==> config.mk <==
export PLATFORM = sky130hd
export DESIGN_NAME = div_issue_ctrl
export DESIGN_NICKNAME = d
export VERILOG_FILES = /design/src/rtl/div_issue_ctrl.sv
export SDC_FILE = /design/constraint.sdc
export NUM_CORES = 1
export LEC_CHECK = 0
export ABC_AREA = 1
export CAP_MARGIN = 20
export CORE_ASPECT_RATIO = 0.8
export CORE_MARGIN = 2
export CORE_UTILIZATION = 60
export DETAILED_ROUTE_END_ITERATION = 10
export DONT_BUFFER_PORTS = 1
export GPL_TIMING_DRIVEN = 0
export PLACE_DENSITY_LB_ADDON = 0.08
export RECOVER_POWER = 50
export REMOVE_ABC_BUFFERS = 1
export SYNTH_ARGS = -nofsm -noshare
export SYNTH_HDL_FRONTEND = slang
export SYNTH_SLANG_ARGS = --single-unit
export TNS_END_PERCENT = 30
==> constraint.sdc <==
create_clock -name clk -period 3.5 [get_ports clk]
set_input_delay 0.35 -clock clk [delete_from_list [all_inputs] [get_ports clk]]
set_output_delay 0.35 -clock clk [all_outputs]
set_load 0.05 [all_outputs]
==> src/rtl/div_issue_ctrl.sv <==
// Issue/retire controller in front of the iterative radix-2 divider: it registers one request, runs DIV and returns the result.
// Optional DIV_ZERO_FAST_EN: a zero divisor skips DIV and returns a result one cycle after accept.
module div_issue_ctrl #(
  parameter int TAG_W = 5
) (
  input  logic             clk,
  input  logic             reset,
  input  logic             in_valid,
  output logic             in_ready,
  input  logic [1:0]       in_op,
  input  logic [31:0]      in_x,
  input  logic [31:0]      in_y,
  input  logic [TAG_W-1:0] in_tag,
  input  logic             flush,
  output logic             out_valid,
  input  logic             out_ready,
  output logic [31:0]      out_data,
  output logic [TAG_W-1:0] out_tag,
  output logic             busy,
  output logic             div_en,
  output logic             div_sign,
  output logic [31:0]      div_num,
  output logic [31:0]      div_den,
  output logic             div_resetn,
  input  logic [63:0]      div_result,
  input  logic             div_complete
);

  typedef enum logic [1:0] {IDLE, RUN, DONE, CLR} state_t;

  state_t           state_reg, state_next;
  logic [1:0]       op_reg;
  logic [31:0]      x_reg, y_reg;
  logic [TAG_W-1:0] tag_reg;
  logic [31:0]      out_data_reg;
  logic [TAG_W-1:0] out_tag_reg;
  logic             accept;
  logic             zero_fast;

  assign in_ready = ~flush & ((state_reg == IDLE) | ((state_reg == DONE) & out_ready));
  assign accept   = in_valid & in_ready;

`ifdef DIV_ZERO_FAST_EN
  assign zero_fast = accept & (in_y == 32'd0);
`else
  assign zero_fast = 1'b0;
`endif

  always_comb begin
    state_next = state_reg;
    case (state_reg)
      IDLE: begin
        if (accept) state_next = zero_fast ? DONE : RUN;
      end
      RUN: begin
        if (flush)             state_next = CLR;
        else if (div_complete) state_next = DONE;
      end
      DONE: begin
        if (flush)          state_next = CLR;
        else if (out_ready) state_next = accept ? (zero_fast ? DONE : RUN) : IDLE;
      end
      CLR: begin
        state_next = IDLE;
      end
      default: state_next = IDLE;
    endcase
  end

  always_ff @(posedge clk or posedge reset) begin
    if (reset) begin
      state_reg <= IDLE;
      op_reg    <= 2'b00;
      x_reg     <= 32'd0;
      y_reg     <= 32'd0;
      tag_reg   <= '0;
    end else begin
      state_reg <= state_next;
      if (accept) begin
        op_reg  <= in_op;
        x_reg   <= in_x;
        y_reg   <= in_y;
        tag_reg <= in_tag;
      end
    end
  end

  // A flush in the completion cycle wins: the result is never latched.
  always_ff @(posedge clk or posedge reset) begin
    if (reset) begin
      out_data_reg <= 32'd0;
      out_tag_reg  <= '0;
    end else if (zero_fast) begin
      out_data_reg <= in_op[0] ? in_x : 32'd0;
      out_tag_reg  <= in_tag;
    end else if ((state_reg == RUN) && div_complete && !flush) begin
      out_data_reg <= op_reg[0] ? div_result[31:0] : div_result[63:32];
      out_tag_reg  <= tag_reg;
    end
  end

  assign out_valid  = (state_reg == DONE);
  assign out_data   = out_data_reg;
  assign out_tag    = out_tag_reg;
  assign busy       = (state_reg != IDLE);
  assign div_en     = (state_reg == RUN);
  assign div_sign   = ~op_reg[1];
  assign div_num    = x_reg;
  assign div_den    = y_reg;
  // DIV sits in reset with us, and for the single CLR cycle after a flush.
  assign div_resetn = ~reset & (state_reg != CLR);

endmodule

== Word level (Yosys, flattened, before mapping) ==
Index checks and enable logic that the tools add are counted.
Storage, ports and cells
  flip-flop bits (word level): 110
  latch bits: 0
  memory bits (writable): 0
  ROM bits: 0
  input bits: 141
  output and inout bits: 107
  memories: 0
Cells by class
  $add $sub $neg: 0
  $mul: 0
  divide/modulo/power cells: 0
  order comparisons: 0
  eq/ne operators: 7
  shift-type cells: 0
  mux-type cells: 8
  bitwise operators: 8
  reductions and logical operators: 6
Operator list (count)
  two-way mux 32 bit: 1
  two-way mux 2 bit: 5
  one-hot mux 2 bit (4 select lines): 1
  inequality test 3 x 2 -> 1 bit, second input constant: 2
  bitwise AND 1 bit: 4
  == test 2 bit, second input constant: 2
  inequality test 2 bit, second input constant: 2
  inverter 1 bit: 3
  AND reduction 3 bit: 1
  == test 2 x 1 -> 1 bit, second input constant: 1
  logical AND 1 bit: 2
  zero test 2 bit: 1
  nonzero test 2 bit: 1
  zero test 1 bit: 1
  two-way mux 1 bit: 1
  OR 1 bit: 1

== Longest topological paths before layout ==
Gate-level depths: netlist of the first run.
  depth after elaboration: 9
  mapped depth: 9
  depth with buffers taken out: 8

== Worst setup path after synthesis of the first run ==
OpenSTA, ideal clock, no wires.
  path kind: register to output
  from: register state_reg[0]
  to: output port in_ready
  data arrival time: 1328 ps
  path slack: 1822 ps
  cell stages (with the launch flop): 4
  cells stage by stage: dfrtp_1 nor2_1 nor2_1 nor2_1
Between the ends
  longest elaborated chain between the ends: 4
  elaborated cells on any way between the ends: 5
  those cells by class: eq/ne: 1; bitwise: 3; reduce/logical: 1
RTL lines
  start: declaration: RTL line 31  | state_t state_reg, state_next;
  start signal: assignment: RTL line 78  | state_reg <= state_next;
  == test 2 bit: RTL line 40  | assign in_ready = ~flush & ((state_reg == IDLE) | ((state_reg == DONE) & out_ready));
  bitwise AND 1 bit: RTL line 40
  OR 1 bit (*): RTL line 40
  bitwise AND 1 bit (*): RTL line 40
  end: declaration: RTL line 9  | output logic in_ready,
Every way passes the cells marked *; elsewhere a longest branch is shown, timed or not.

== Worst setup path in the final report of the first run ==
  from: register state_reg[1]
  to: register out_tag_reg[2], in the netlist out_tag[2]
Between the ends
  longest elaborated chain between the ends: 3
RTL lines
  == test 2 x 1 -> 1 bit
  net div_en: RTL line 20  | output logic div_en,
  logical AND 1 bit (2 in series): RTL line 96  | end else if ((state_reg == RUN) && div_complete && !flush) begin
  end signal: assignment: RTL line 95  | out_tag_reg <= in_tag;
  end signal: assignment: RTL line 98  | out_tag_reg <= tag_reg;
  end: declaration: RTL line 36  | logic [TAG_W-1:0] out_tag_reg;
The timed path passes the listed nets, and every way through them passes these cells.
A chain may end at the register's enable or synchronous reset.

==> results.md, run 1 <==
- Status: complete, but fails checks
- Violated checks: max-capacitance violations, max-slew violations
- Clk buf depth: 2
- Core Area: 7532 sq um
- Synth cell types: 21
- Worst Path Max Fanout: 41
- Achievable Freq: 0.3992 GHz
- Setup Buffers After CTS: 0
- Register bit total from synthesis: 110
- CTS Root Cell: clkbuf_8
- Critical Path Slowest Stage Cell: nor2_4
- Buffers & Inverters on Critical Path: 3
- Die Y: 83.45 microns
- Clk slew on worst S/H paths: 0.11 ns
- Slew headroom: -17.67%
- Fin. Hold Viols: 0
- Largest family of logic cells by synthesized area: simple AND/OR/NAND/NOR gates
- Adder-Cell Fraction of Synth Area: 0%
- Post_cts resized: 0
- Area grow syn2layout: 6.131%
- CP top delay family: simple AND/OR/NAND/NOR gates
- Post-Synth Simple-Gate Area: 16.09%
- Reg-to-reg setup timing slack: 0.99 ns
- Reg-to-reg endpoint: out_tag[2]$_DFFE_PP0P_
- Drt first-iter violations: 99
- Crit-path max cell delay: 0.59 ns
- Vias in the first global route: 3,101
- YS warnings: 0
- M1 GR Usage: 26.29%
- First-pass GRT wire length: 15,500 microns
- Top Ports: 248
- Mapped Area: 4735 sq um
- Slew @ Worst Pin: 1.755 ns
- Post-Synth XOR/XNOR Area: 0%
- Non-Filler Instances: 620
- Total track usage: 23.52%
- Worst r2r src: state_reg[1]$_DFFE_PP0P_
- CP arrival: 2.74 ns
- Slew Viols, Final: 38
- Antenna viol nets, final: 0
- Post-synth top area cell: dfrtp_1
- Cells taking the most area after synthesis: dfrtp_1, nand2_1, mux2_2
- Std-Cell Rows: 28
- Worst Setup End Kind: register
- Placer congestion estimate: 0.7765
- Syn avg cell area: 9.070 sq um
- Hold path startpoint: in_x[21]
- Mapped Cells: 522
- Most instantiated library cell after synthesis: nand2_1
- Layer with the highest usage: met2
- Initial antenna violation count: 0
- Die area: 8622 sq um
- Worst-Skew Late Latency: 0.37 ns
- Top FF cell, synth: dfrtp_1
- Worst R2R Path Depth: 8
- Min-Delay Path Class: primary input to register
- H-tree level count: 3
- DR WL/cell: 16.12 microns
- TritonCTS clock tree: yes
- CP required: 3.74 ns
- Met3 Use GR: 9.799%
- Routed vias: 3,241
- Gr ovfl total: 0
- Post-layout min period: 2.505 ns
- Ys async rst share: 100.0%
- Routed wire length: 9996 microns
- Cells after DPL: 602
- Fin nets: 651
- Max Cap Violations: 1
- Starting Density: 62.86%
- Pin count of the biggest net entering global routing: 106
- DP HPWL: 7275 microns
- Skew final: 0.01509 ns
- Worst Hold Path EP: div_num[21]$_DFFE_PP0P_
- Final setup vio count: 0
- Final period util: 71.58%
- Worst setup SP type: register
- # diodes: 0
- Share of cells above drive strength 1: 12.04%
- Post-synth EDFFs: 0
- Post-synthesis sequential area ratio: 58.14%
- Pre-antenna DRT Iters: 4
- IO buf count: 0
- Met2 Usage GRT: 39.67%
- Worst-path cell chain: inv_1 > nand2_1 > inv_2 > nand2_2 > nor2_4 > inv_2 > nand2_1 > o21ai_2
- Clock buffer count from CTS: 9
- Vias per cell: 5.227
- Die width: 103.3 microns
- Post-synthesis compound-gate area fraction: 8.615%
- Levels on crit path: 8
- Multiplexer share of the synthesized area: 7.611%
- Post-synth top area share: 58.14%
- Clock Sinks: 110
- Min-Delay Path Depth: 2
- Type of the worst setup path: register to register
- Post-synth top cells: nand2_1, dfrtp_1, inv_1, o21ai_0, mux2_2
- Setup repair after global routing missed its margin: false
- Residual DRC: 0
worst max path at each step:
| stage | from | endpoint | slack (ns) |
|---|---|---|---|
| after floorplan | reset | div_den[0]$_DFFE_PP0P_ | 0.25 |
| after global routing | state_reg[1]$_DFFE_PP0P_ | out_tag[0]$_DFFE_PP0P_ | 0.75 |
| after detailed placement | state_reg[1]$_DFFE_PP0P_ | out_tag[0]$_DFFE_PP0P_ | 1.06 |
| final | state_reg[1]$_DFFE_PP0P_ | out_tag[2]$_DFFE_PP0P_ | 0.99 |
| after CTS | state_reg[1]$_DFFE_PP0P_ | out_tag[0]$_DFFE_PP0P_ | 1.02 |
| after global placement | reset | div_den[12]$_DFFE_PP0P_ | -0.79 |
logic make-up after synthesis:
family          Yosys count
flops                   110
buf+inv                 105
simple gates            197
compound gates           78
mux                      32
what timing repair did:
action                                  CTS  global route
hold buffers                              1             0
endpoints found under the setup margin    0             0
endpoints found under the hold margin    37             0
metrics by stage:
stage	hold slack (ns)	setup slack, ns	setup TNS [ns]	area, sq um	utilization, %
6_report	0.1042	0.9947	0	5025	66.71
5_1_grt	0.08008	0.7524	0	5025	66.71
4_1_cts	0.08686	1.023	0	4999	66.36
3_5_place_dp	0.2875	1.059	0	4772	63.36
3_3_place_gp	0.4593	-0.7869	-85.90	4707	62.49
2_1_floorplan	0.4505	0.2477	0	4576	-
metal layers:
metal | up-vias | wire [microns] | part of all wire [%]
met5 | - | 0 | 0
li1 | 1558 | - | -
met2 | 168 | 5053 | 51
met3 | 26 | 969 | 9.7
met4 | 0 | 284 | 2.8
met1 | 1489 | 3689 | 37
cell usage in the layout, fill, tap and decap left out, types with 3 or more instances in the layout:
master    instances
nand2_1         179
a21oi_1           6
dfrtp_1         110
nor2_1           11
o21ai_2           4
o21ai_0          65
inv_1            75
buf_16            3
mux2_2           32
clkbuf_8         11
clkinv_4          3
final cells by class:
type                            count  area [sq um]
Clock buffer                       11         151.4
Clock inverter                      5         65.06
Fill cell                         626          2507
Inverter                           78         294.0
Multi-Input combinational cell    307          1538
Sequential cell                   110          2753
Tap cell                          105         131.4
Timing Repair Buffer                4         92.59
Power of run 1 is left out: the tool's default activity adds up to more than one toggle a clock period on the data nets, which glitch-free logic cannot reach.
==> inputs of run 2 (changes only) <==
--- a/config.mk
+++ b/config.mk
@@ -5,11 +5,11 @@
 export SDC_FILE = /design/constraint.sdc
 export NUM_CORES = 1
 export LEC_CHECK = 0
-export ABC_AREA = 1
+export ABC_AREA = 0
 export CAP_MARGIN = 20
 export CORE_ASPECT_RATIO = 0.8
 export CORE_MARGIN = 2
-export CORE_UTILIZATION = 60
+export CORE_UTILIZATION = 56
 export DETAILED_ROUTE_END_ITERATION = 10
 export DONT_BUFFER_PORTS = 1
 export GPL_TIMING_DRIVEN = 0
==> constraint.sdc (replaced) <==
create_clock -name clk -period 2.2 [get_ports clk]
set_input_delay 0.22 -clock clk [delete_from_list [all_inputs] [get_ports clk]]
set_output_delay 0.22 -clock clk [all_outputs]
set_load 0.05 [all_outputs]
==> run 2 against run 1 <==
Effect of this change:
- the flow now finishes without violations
- flip-flop and latch count stayed put
- clock-buffer cell count stayed put
- clock skew is 0.0073 ns lower
- first-iteration DRC count is 2.0% lower
- non-clock buffer count is 62 higher
- utilization is 1.6 points higher
- wire length is 6.3% lower
- sequential share of layout area is 3.4 points lower
- synthesized area is 5.7% lower
- critical path depth is 7 lower
- via count is 17% lower
==> results.md, run 2 <==
- Worst r2r src: state_reg[1]$_DFFE_PP0P_
- Critical Path Source: state_reg[1]$_DFFE_PP0P_
- Core Area: 7838 sq um (+4.1%)
- Crit-path max cell delay: 0.85 ns (+0.26 ns)
- Achievable Freq: 0.5213 GHz
- Status: finished, final reports clean
- Skew final: 0.007811 ns (-0.007274 ns)
- Worst Setup End Kind: output port
- First-pass GRT wire length: 13,960 microns (-10%)
- Sequential cell area: 2754 sq um (about the same)
- TritonCTS clock tree: yes
- IO buf count: 0 (unchanged)
- Slew Viols, Final: 0 (-100%)
- Post-synth EDFFs: 0 (unchanged)
- Cells taking the most area after synthesis: dfrtp_1, mux2_2, mux2i_1
- Reg-to-reg setup timing slack: 0.33 ns (-0.66 ns)
- DR WL/cell: 19.03 microns (+18%)
- Syn avg cell area: 13.90 sq um (+53%)
- Placer congestion estimate: 0.7247 (-6.7%)
- Fin nets: 520 (-20%)
- CTS Root Cell: clkbuf_8
- Type of the worst setup path: register to output port
- Top Ports: 248 (unchanged)
- Gr ovfl total: 0 (unchanged)
- Area after DPL: 4583 sq um (-4.0%)
- Hold path startpoint: in_op[1]
- Most common cell after layout, fill and taps aside: dfrtp_1
- Clock Sinks: 110 (unchanged)
- Ys async rst share: 100.0% (unchanged)
- Area grow syn2layout: 20.02%
- Vias in the first global route: 2,656 (-14%)
- Die width: 103.8 microns (+0.48%)
- Post-synthesis sequential area ratio: 61.68% (+3.5 points)
- Share of cells above drive strength 1: 25.78% (+14 points)
- Pin count of the biggest net entering global routing: 65 (-39%)
- Met3 Use GR: 7.806% (-2.0 points)
- Mapped Area: 4463 sq um (-5.7%)
- Std-Cell Rows: 29 (+3.6%)
- Post-layout min period: 1.918 ns
- Worst Path Max Fanout: 9 (-78%)
- Die area: 8704 sq um (+0.96%)
- Final period util: 87.19%
- # diodes: 0 (unchanged)
- Setup repair after global routing missed its margin: false
- Final setup vio count: 0 (unchanged)
- H-tree level count: 3 (unchanged)
- Fin. Hold Viols: 0 (unchanged)
- Fill cells: 572 (-8.6%)
- Vias per cell: 5.455 (+4.4%)
- Total track usage: 20.45% (-3.1 points)
- Clk buf depth: 2 (unchanged)
- Area of the multi-input gates: 1584 sq um (+3.0%)
- CP top delay family: compound AO/OA/AOI/OAI gates
- Clk slew on worst S/H paths: 0.10 ns (about the same)
- Starting Density: 56.94% (-5.9 points)
- Slew headroom: 31.69% (+49 points)
- Met2 Usage GRT: 35.17% (-4.5 points)
- Clock buffer count from CTS: 9 (unchanged)
- Top FF cell, synth: dfrtp_1
- Mapped Cells: 321 (-39%)
- Residual DRC: 0 (unchanged)
- Die Y: 83.85 microns (+0.48%)
- Min-Delay Path Class: primary input to register
- Post-synth top area share: 61.68% (+3.5 points)
- Initial antenna violation count: 0 (unchanged)
- YS warnings: 0 (unchanged)
- Most instantiated library cell after synthesis: dfrtp_1
- Most frequent cells in the layout: dfrtp_1, mux2_2, dlygate4sd3_1
- Post-synth top cells: dfrtp_1, mux2_2, a21oi_1, nor2_1, mux2i_1
- Drt first-iter violations: 97 (-2.0%)
- Register bit total from synthesis: 110 (unchanged)
- Critical Path Slowest Stage Cell: a21oi_1
- Post_cts resized: 0 (unchanged)
- Post-synth top area cell: dfrtp_1
- M1 GR Usage: 24.07% (-2.2 points)
- Fin area: 5356 sq um (+6.6%)
- DP HPWL: 6266 microns (-14%)
- Layer with the highest usage: met2
- Pre-antenna DRT Iters: 4 (unchanged)
- CP required: 1.98 ns (-1.76 ns)
- CP arrival: 1.70 ns (-1.04 ns)
- Routed vias: 2,684 (-17%)
- Worst-path cell chain: a21oi_1
- Max Cap Violations: 0 (-1)
- Worst setup SP type: register
- Routed wire length: 9362 microns (-6.3%)
- Worst-Skew Late Latency: 0.35 ns (-0.02 ns)
- Antenna viol nets, final: 0 (unchanged)
- Slew @ Worst Pin: 1.028 ns (-0.7275 ns)
- Buffers & Inverters on Critical Path: 0 (-3)
- Synth cell types: 19 (-9.5%)
[run 2: path summary, 6_finish.rpt]
check,to,cells past startpoint
max,div_resetn,1
min in group asynchronous,out_data[3]$_DFFE_PP0P_,2
max in group asynchronous,op_reg[0]$_DFFE_PP0P_,3
min,op_reg[1]$_DFFE_PP0P_,1
min reg2reg,out_tag[4]$_DFFE_PP0P_,1
max reg2reg,div_den[6]$_DFFE_PP0P_,4
[run 2: kinds of logic (layout without fill, tap and decap cells)]
| group | count (synthesis) | in the layout | synth area share (%) |
|---|---|---|---|
| AND/OR/NAND/NOR | 40 | 40 | 3.925 |
| buffers and inverters | 23 | 86 | 3.336 |
| flip-flops | 110 | 110 | 61.68 |
| multiplexers | 109 | 109 | 26.61 |
| AO/OA/AOI/OAI | 39 | 39 | 4.458 |
[run 2: area by class of cell]
class                           instances  area share [%]
Sequential cell                       110           51.41
Clock inverter                          5          0.6774
Inverter                                4          0.2803
Clock buffer                           11           2.453
Tap cell                              108           2.523
Timing Repair Buffer                   66           13.08
Multi-Input combinational cell        188           29.57
[run 2: metrics by stage]
step | hold WS [ns] | setup slack, ns | setup TNS, ns | utilization (%) | cells
5_1_grt | -0.003498 | 0.2003 | 0 | 68.34 | 492
3_5_place_dp | 0.2034 | 0.02867 | 0 | 58.48 | 415
3_3_place_gp | 0.3712 | -5.794 | -463.95 | 56.96 | 410
6_report | 0.01300 | 0.2818 | 0 | 68.34 | 492
2_1_floorplan | 0.3588 | -4.048 | -245.18 | - | 302
4_1_cts | 0.0003967 | 0.01783 | 0 | 66.36 | 476
[run 2: what timing repair did]
action / CTS / global route
pin swaps: 1 / 1
setup buffers: 0 / 1
hold buffers: 45 / 15
endpoints found under the setup margin: 2 / 12
cloned: 0 / 0
hold endpoints to repair: 90 / 15
[run 2: metal layers]
metal  part of all wire [%]  up-vias  wire (microns)
met2                     52      132            4860
met4                    1.6        0             146
met3                    9.0       15             839
met5                      0        -               0
li1                       -     1236               -
met1                     38     1301            3515
Power of run 2 is left out for the same reason.
